--- src/rtl/i2c_ahb_pkg.sv ---
// i2c_ahb_pkg: shared AHB-Lite constants, sequencer state encoding and request-slot type
// Revision: 1.0
`default_nettype none

package i2c_ahb_pkg;

    localparam logic [1:0] HTRANS_IDLE   = 2'b00;
    localparam logic [1:0] HTRANS_NONSEQ = 2'b10;
    localparam logic [2:0] HSIZE_WORD    = 3'b010;
    localparam logic [2:0] HBURST_SINGLE = 3'b000;

    localparam int TMO_W   = 8;
    localparam int SLOT_AW = 32;
    localparam int SLOT_DW = 32;

    typedef enum logic [2:0] {
        ST_IDLE = 3'b001,
        ST_ADDR = 3'b010,
        ST_DATA = 3'b100
    } state_e;

    typedef struct packed {
        logic               valid;
        logic [SLOT_AW-1:0] addr;
        logic [SLOT_DW-1:0] data;
    } req_slot_t;

endpackage

`default_nettype wire

--- src/rtl/ahb_req_slot.sv ---
// ahb_req_slot: one-deep request buffer per direction with overwrite/overflow detection
// Revision: 1.0
`default_nettype none

module ahb_req_slot
    import i2c_ahb_pkg::*;
(
    input  logic               Clk,
    input  logic               Rst,
    input  logic               req_i,
    input  logic [SLOT_AW-1:0] addr_i,
    input  logic [SLOT_DW-1:0] data_i,
    input  logic               grant_i,
    input  logic               done_i,
    output req_slot_t          slot_o,
    output logic               ovf_o
);

    req_slot_t slot_q, slot_d;
    logic      infl_q, infl_d;

    // The sequencer copies the request out at grant, so valid drops there;
    // a pulse arriving while in flight re-arms the slot for a follow-up transfer.
    always_comb begin
        slot_d = slot_q;
        infl_d = infl_q;
        if (grant_i) begin
            slot_d.valid = 1'b0;
            infl_d       = 1'b1;
        end
        if (done_i) begin
            infl_d = 1'b0;
        end
        if (req_i) begin
            slot_d.valid = 1'b1;
            slot_d.addr  = addr_i;
            slot_d.data  = data_i;
        end
    end

    always_ff @(posedge Clk or posedge Rst) begin
        if (Rst) begin
            slot_q <= '0;
            infl_q <= 1'b0;
        end else begin
            slot_q <= slot_d;
            infl_q <= infl_d;
        end
    end

    assign slot_o = slot_q;
    assign ovf_o  = req_i & (slot_q.valid | infl_q);

endmodule

`default_nettype wire

--- src/rtl/i2c_ahb_master_ctrl.sv ---
// i2c_ahb_master_ctrl: round-robin AHB-Lite SINGLE-transfer sequencer for the I2C bridge
// Revision: 1.0
`default_nettype none

module i2c_ahb_master_ctrl
    import i2c_ahb_pkg::*;
#(
    parameter int ADDR_W      = 32,
    parameter int DATA_W      = 32,
    parameter int TIMEOUT_CYC = 255
) (
    input  logic              Clk,
    input  logic              Rst,
    input  logic              wr_req_i,
    input  logic [ADDR_W-1:0] wr_addr_i,
    input  logic [DATA_W-1:0] wr_data_i,
    input  logic              rd_req_i,
    input  logic [ADDR_W-1:0] rd_addr_i,
    output logic [DATA_W-1:0] rd_data_o,
    output logic              wr_done_o,
    output logic              rd_done_o,
    output logic              err_o,
    output logic              ovf_o,
    input  logic              err_clr_i,
    output logic              busy_o,
    output logic [ADDR_W-1:0] HADDR,
    output logic [1:0]        HTRANS,
    output logic              HWRITE,
    output logic [2:0]        HSIZE,
    output logic [2:0]        HBURST,
    output logic [DATA_W-1:0] HWDATA,
    input  logic [DATA_W-1:0] HRDATA,
    input  logic              HREADY,
    input  logic              HRESP
);

    localparam logic [TMO_W-1:0] TMO_LIM = TMO_W'(TIMEOUT_CYC);

    state_e             state_q, state_d;
    logic [ADDR_W-1:0]  haddr_q, haddr_d;
    logic               hwrite_q, hwrite_d;
    logic [DATA_W-1:0]  wdata_q, wdata_d;
    logic [TMO_W-1:0]   cnt_q, cnt_d;
    logic               rd_next_q, rd_next_d;
    logic [DATA_W-1:0]  rd_data_q, rd_data_d;
    logic               wr_done_q, wr_done_d;
    logic               rd_done_q, rd_done_d;
    logic               err_q, err_d;
    logic               ovf_q, ovf_d;

    req_slot_t wr_slot, rd_slot;
    logic      wr_grant, rd_grant, wr_fin, rd_fin, wr_ovf, rd_ovf;
    logic      pick_rd, err_set;
    logic      unused_rd_slot_data;

    ahb_req_slot u_wr_slot (
        .Clk     (Clk),
        .Rst     (Rst),
        .req_i   (wr_req_i),
        .addr_i  (SLOT_AW'(wr_addr_i)),
        .data_i  (SLOT_DW'(wr_data_i)),
        .grant_i (wr_grant),
        .done_i  (wr_fin),
        .slot_o  (wr_slot),
        .ovf_o   (wr_ovf)
    );

    ahb_req_slot u_rd_slot (
        .Clk     (Clk),
        .Rst     (Rst),
        .req_i   (rd_req_i),
        .addr_i  (SLOT_AW'(rd_addr_i)),
        .data_i  ('0),
        .grant_i (rd_grant),
        .done_i  (rd_fin),
        .slot_o  (rd_slot),
        .ovf_o   (rd_ovf)
    );

    assign unused_rd_slot_data = ^rd_slot.data;

    always_comb begin
        state_d   = state_q;
        haddr_d   = haddr_q;
        hwrite_d  = hwrite_q;
        wdata_d   = wdata_q;
        cnt_d     = cnt_q;
        rd_next_d = rd_next_q;
        rd_data_d = rd_data_q;
        wr_done_d = 1'b0;
        rd_done_d = 1'b0;
        wr_grant  = 1'b0;
        rd_grant  = 1'b0;
        wr_fin    = 1'b0;
        rd_fin    = 1'b0;
        err_set   = 1'b0;
        pick_rd   = 1'b0;
        case (state_q)
            ST_IDLE: begin
                if (wr_slot.valid || rd_slot.valid) begin
                    // rd_next_q remembers the opposite of the last grant
                    pick_rd   = rd_slot.valid && (!wr_slot.valid || rd_next_q);
                    rd_grant  = pick_rd;
                    wr_grant  = !pick_rd;
                    rd_next_d = !pick_rd;
                    hwrite_d  = !pick_rd;
                    haddr_d   = pick_rd ? ADDR_W'(rd_slot.addr) : ADDR_W'(wr_slot.addr);
                    wdata_d   = DATA_W'(wr_slot.data);
                    cnt_d     = '0;
                    state_d   = ST_ADDR;
                end
            end
            ST_ADDR: begin
                if (HREADY) begin
                    state_d = ST_DATA;
                end
            end
            ST_DATA: begin
                if (HREADY) begin
                    state_d   = ST_IDLE;
                    wr_fin    = hwrite_q;
                    rd_fin    = !hwrite_q;
                    wr_done_d = hwrite_q;
                    rd_done_d = !hwrite_q;
                    if (HRESP) begin
                        err_set = 1'b1;
                    end else if (!hwrite_q) begin
                        rd_data_d = HRDATA;
                    end
                end else begin
                    cnt_d = cnt_q + 8'd1;
                    if (cnt_d == TMO_LIM) begin
                        err_set = 1'b1;
                        wr_fin  = hwrite_q;
                        rd_fin  = !hwrite_q;
                        state_d = ST_IDLE;
                    end
                end
            end
            default: state_d = ST_IDLE;
        endcase
        err_d = err_set | (err_q & ~err_clr_i);
        ovf_d = wr_ovf | rd_ovf | (ovf_q & ~err_clr_i);
    end

    always_ff @(posedge Clk or posedge Rst) begin
        if (Rst) begin
            state_q   <= ST_IDLE;
            haddr_q   <= '0;
            hwrite_q  <= 1'b0;
            wdata_q   <= '0;
            cnt_q     <= '0;
            rd_next_q <= 1'b1;
            rd_data_q <= '0;
            wr_done_q <= 1'b0;
            rd_done_q <= 1'b0;
            err_q     <= 1'b0;
            ovf_q     <= 1'b0;
        end else begin
            state_q   <= state_d;
            haddr_q   <= haddr_d;
            hwrite_q  <= hwrite_d;
            wdata_q   <= wdata_d;
            cnt_q     <= cnt_d;
            rd_next_q <= rd_next_d;
            rd_data_q <= rd_data_d;
            wr_done_q <= wr_done_d;
            rd_done_q <= rd_done_d;
            err_q     <= err_d;
            ovf_q     <= ovf_d;
        end
    end

    assign HADDR     = haddr_q;
    assign HWRITE    = hwrite_q;
    assign HTRANS    = (state_q == ST_ADDR) ? HTRANS_NONSEQ : HTRANS_IDLE;
    assign HSIZE     = HSIZE_WORD;
    assign HBURST    = HBURST_SINGLE;
    assign HWDATA    = (state_q == ST_DATA && hwrite_q) ? wdata_q : '0;
    assign rd_data_o = rd_data_q;
    assign wr_done_o = wr_done_q;
    assign rd_done_o = rd_done_q;
    assign err_o     = err_q;
    assign ovf_o     = ovf_q;
    assign busy_o    = (state_q != ST_IDLE) || wr_slot.valid || rd_slot.valid;

endmodule

`default_nettype wire

--- config.mk ---
export PLATFORM = sky130hd
export DESIGN_NAME = i2c_ahb_master_ctrl
export DESIGN_NICKNAME = d
export VERILOG_FILES = /design/src/rtl/i2c_ahb_pkg.sv /design/src/rtl/ahb_req_slot.sv /design/src/rtl/i2c_ahb_master_ctrl.sv
export SDC_FILE = /design/constraint.sdc
export NUM_CORES = 1
export LEC_CHECK = 0
export CORE_MARGIN = 5
export CORE_UTILIZATION = 49
export CTS_CLUSTER_SIZE = 12
export DETAILED_ROUTE_END_ITERATION = 8
export PLACE_DENSITY = 0.92
export SLEW_MARGIN = 20
export SYNTH_ARGS = -nofsm -noshare
export SYNTH_HDL_FRONTEND = slang
export SYNTH_SLANG_ARGS = --single-unit
--- constraint.sdc ---
create_clock -name Clk -period 15 [get_ports Clk]
set_input_delay 3 -clock Clk [delete_from_list [all_inputs] [get_ports Clk]]
set_output_delay 3 -clock Clk [all_outputs]
set_load 0.005 [all_outputs]
==> flow_metrics.tcl <==
set metrics [dict create \
    status "finished, final reports clean" \
    area_growth_synth_to_finish_pct 35.9 \
    ys_warn_count 0 \
    ys.flop_type "sky130_fd_sc_hd__dfrtp_1" \
    cts_htree_levels 1 \
    place.port_buffers 237 \
    setup_repair_after_global_routing_missed_its_margin "no" \
    worst_pin_slew_ns 1.04 \
    first_pass_grt_wire_length_um 34000 \
    die_width_um 145 \
    maxCapViolCount 0 \
    post_cts_resize_count 0 \
    timing_max_transition_violations_final 0 \
    largest_buffer_count_on_any_clock_path 3 \
    cts_setup_buffers 0 \
    route.detailed.wl_per_inst_um 18.3 \
    final-setup-viol-count 0 \
    crit-reg2reg-launch "HWRITE" \
    total_power_per_unit_cell_area_nw_per_um2 165 \
    dp.cells 1142 \
    worst_skew_pair.late_latency_ns 0.49 \
    syn_area_um2 8860 \
    r2r_slack_ns 12.36 \
    antenna_cells 0 \
    place_ws_ns 9.70 \
    wirelength_um 21600 \
    timing.critical_path.required_ns 12.00 \
    power_mw 1.99 \
    top_level_ports 245 \
    yosys.area_share.simple_pct 10.5 \
    hp_class "flop to flop" \
    clk_pin_slew_worst_paths_ns 0.06 \
    finalCritPeriodShare_pct 35.7 \
    seq_area_frac_synth_pct 60.2 \
    grt_max_degree 136 \
    final.setup.tns_ns 0 \
    cpMaxStageDelayCell "sky130_fd_sc_hd__dfrtp_1" \
    synth.largest_area_cell "sky130_fd_sc_hd__dfrtp_1" \
    layout.cells.non_filler 1179 \
    worst_slack_ns 9.65 \
    slew_headroom_pct 30.4 \
    synthDominantCellAreaShare_pct 59.6 \
    synth_xor_xnor_area_share_pct 0.593 \
    yosys.cell_count.top_type "sky130_fd_sc_hd__dfrtp_1" \
    category_of_the_worst_setup_path_capture_point "output pin" \
    post_synth_inst_count 713 \
    detailed_place_hpwl_um 14600 \
    antenna_found_initial 0 \
    total_leakage_power_nw 5.57 \
    count_of_hold_fix_buffers_inserted_at_cts 0 \
    drt-vias-per-instance 5.21 \
    worstSetupPathType "flop to output pin" \
    clk_root_buffer_cell "sky130_fd_sc_hd__clkbuf_16" \
    timing.critical_path.slowest_cell_delay_ns 1.03 \
    worst_case_vdd_ir_drop_v 0.000121 \
    floorplan.core_area_um2 17900 \
    hold-worst-slack_ns 0.461 \
    cts_tree "built" \
    core.rowCount 49 \
    gpl.final_weighted_congestion 0.824 \
    critical_path_data_arrival_time_ns 2.35 \
    main_combinational_cell_family_by_area_after_synthesis "multiplexers" \
    antenna_violating_nets_post_route 0 \
    cts.sink_count 213 \
    via_count 6139 \
    avgSynthCellArea_um2 12.4 \
    ys_async_sr_fraction_pct 100 \
    path_cells "and3_1, clkdlybuf4s50_1" \
    synthDistinctLibCells 41 \
    finalHoldViolations 0 \
    worst_clock_skew_ns 0.00642 \
    path_max_fanout 37 \
    fp.dieArea_um2 20900 \
    synth.ff_latch_count 213 \
    aggregate_global_route_resource_usage_pct 20.3 \
    finalWorstPathRequiredPeriod_ns 5.35 \
    startpoint_of_the_worst_setup_timing_path "HWRITE" \
    startpoint_type "flop" \
    detailedRoute.firstIterationViolations 186 \
    synth_top_cells_by_count "211 x sky130_fd_sc_hd__dfrtp_1, 145 x sky130_fd_sc_hd__nand2_1, 98 x sky130_fd_sc_hd__mux2_2" \
    fp.dieH_um 145 \
    r2r-end "rd_data_o[30]" \
    critical_path.endpoint "HWDATA[3]" \
    synth.area.top_cells "sky130_fd_sc_hd__dfrtp_1 60%, sky130_fd_sc_hd__mux2_2 12%, sky130_fd_sc_hd__nand2_1 6.1%, sky130_fd_sc_hd__mux2_4 5.1%, sky130_fd_sc_hd__mux2i_1 3.6%" \
    start_util_pct 49.5 \
    layout-drive-gt1-share_pct 18.8 \
    number_of_detailed_route_iterations_in_the_first_pass 6 \
    synth-edff-count 0 \
    grt_overflow_total 0 \
    via_count_of_the_first_global_routing_pass 6688 \
    number_of_nets_in_the_layout 1076 \
    muxShareOfSynthArea_pct 21.1 \
    synth_compound_gate_area_share_pct 3.87 \
    tritoncts.num_buffers 23 \
    post_synth_fa_ha_maj_area_fraction_pct 0.282 \
    worstRegToRegCells 4 \
    drc 0 \
    max_freq_mhz 187 \
]
cell families after synthesis:
logic type                 Yosys count
DFF                                213
adders and majority gates            2
xor gates and xnor gates             6
and+or+nand+nor                    211
buffers and inverters               56
AOI/OAI and AO/OA                   63
other                                2
muxes                              160
worst min-delay path by stage:
stage	startpoint	to	slack [ns]	depth (start not counted)
3_5_place_dp	u_wr_slot.slot_o[8]	wdata_q[8]	0.45	2
5_1_grt	u_wr_slot.slot_o[21]	wdata_q[21]	0.49	2
3_3_place_gp	u_wr_slot.slot_o[20]	wdata_q[20]	0.44	2
2_1_floorplan	u_wr_slot.slot_o[0]	wdata_q[0]	0.43	2
6_report	u_wr_slot.slot_o[21]	wdata_q[21]	0.46	2
4_1_cts	u_wr_slot.slot_o[8]	wdata_q[8]	0.46	2
sequential cells by signal, indices dropped and copies added, names as in the netlist, 3 cells and up:
register / cells
wdata_q: 32
u_rd_slot.slot_o: 33
u_wr_slot.slot_o: 65
rd_data_o: 32
cnt_q: 8
HADDR: 32
state_q: 3
layout make-up:
cell class                 instances  area [um^2]
multi-input combinational        449         3280
inverter                           8         37.5
sequential                       213         5330
timing repair buffer             244         2430
fill                            1298         5850
tap                              229          287
clock inverter                     5         50.0
clock buffer                      31          636
worst max-delay path: cells and delay by family, from the launching register on:
family / cells / cell delay [ns]
buffers and inverters: 1 / 0.54
DFF: 1 / 1.03
and+or+nand+nor: 1 / 0.30
layout by cell type, fill, tap and decap left out, drive strengths merged:
master,instances
nand4,1
clkbuf,31
nand2,145
and4,1
o211a,1
xnor2,2
nand3,4
a31oi,2
o31ai,2
xor2,4
dfstp,2
o21ai,51
nand3b,1
conb,7
mux2i,32
a21oi,2
or3b,2
bufinv,1
or2,2
buf,9
a21o,1
nor2,15
and3,35
nor3b,2
o21bai,1
o21a,1
clkinv,4
inv,8
and2,2
clkdlybuf4s50,235
a311oi,1
a32oi,1
nor3,1
ha,2
dfrtp,211
mux2,128
per-stage QoR:
stage               area [um^2]  util (%)
global route              12000      67.3
CTS                       12000      67.2
finish                    12000      67.3
global placement          11300      63.4
detailed placement        11300      63.4
floorplan                  8880         -
routing by layer:
metal | wire (um) | global-route usage [%]
met1 | 8740 | 25.1
met2 | 10500 | 35.1
met3 | 1820 | 6.18
met4 | 484 | 4.76
met5 | 0 | 0
power breakdown:
group	switching (mW)	internal, mW
Clock	0.211	0.310
Sequential	0.113	0.736
Combinational	0.274	0.345
Note: power is estimated with default switching activity, not from simulation.
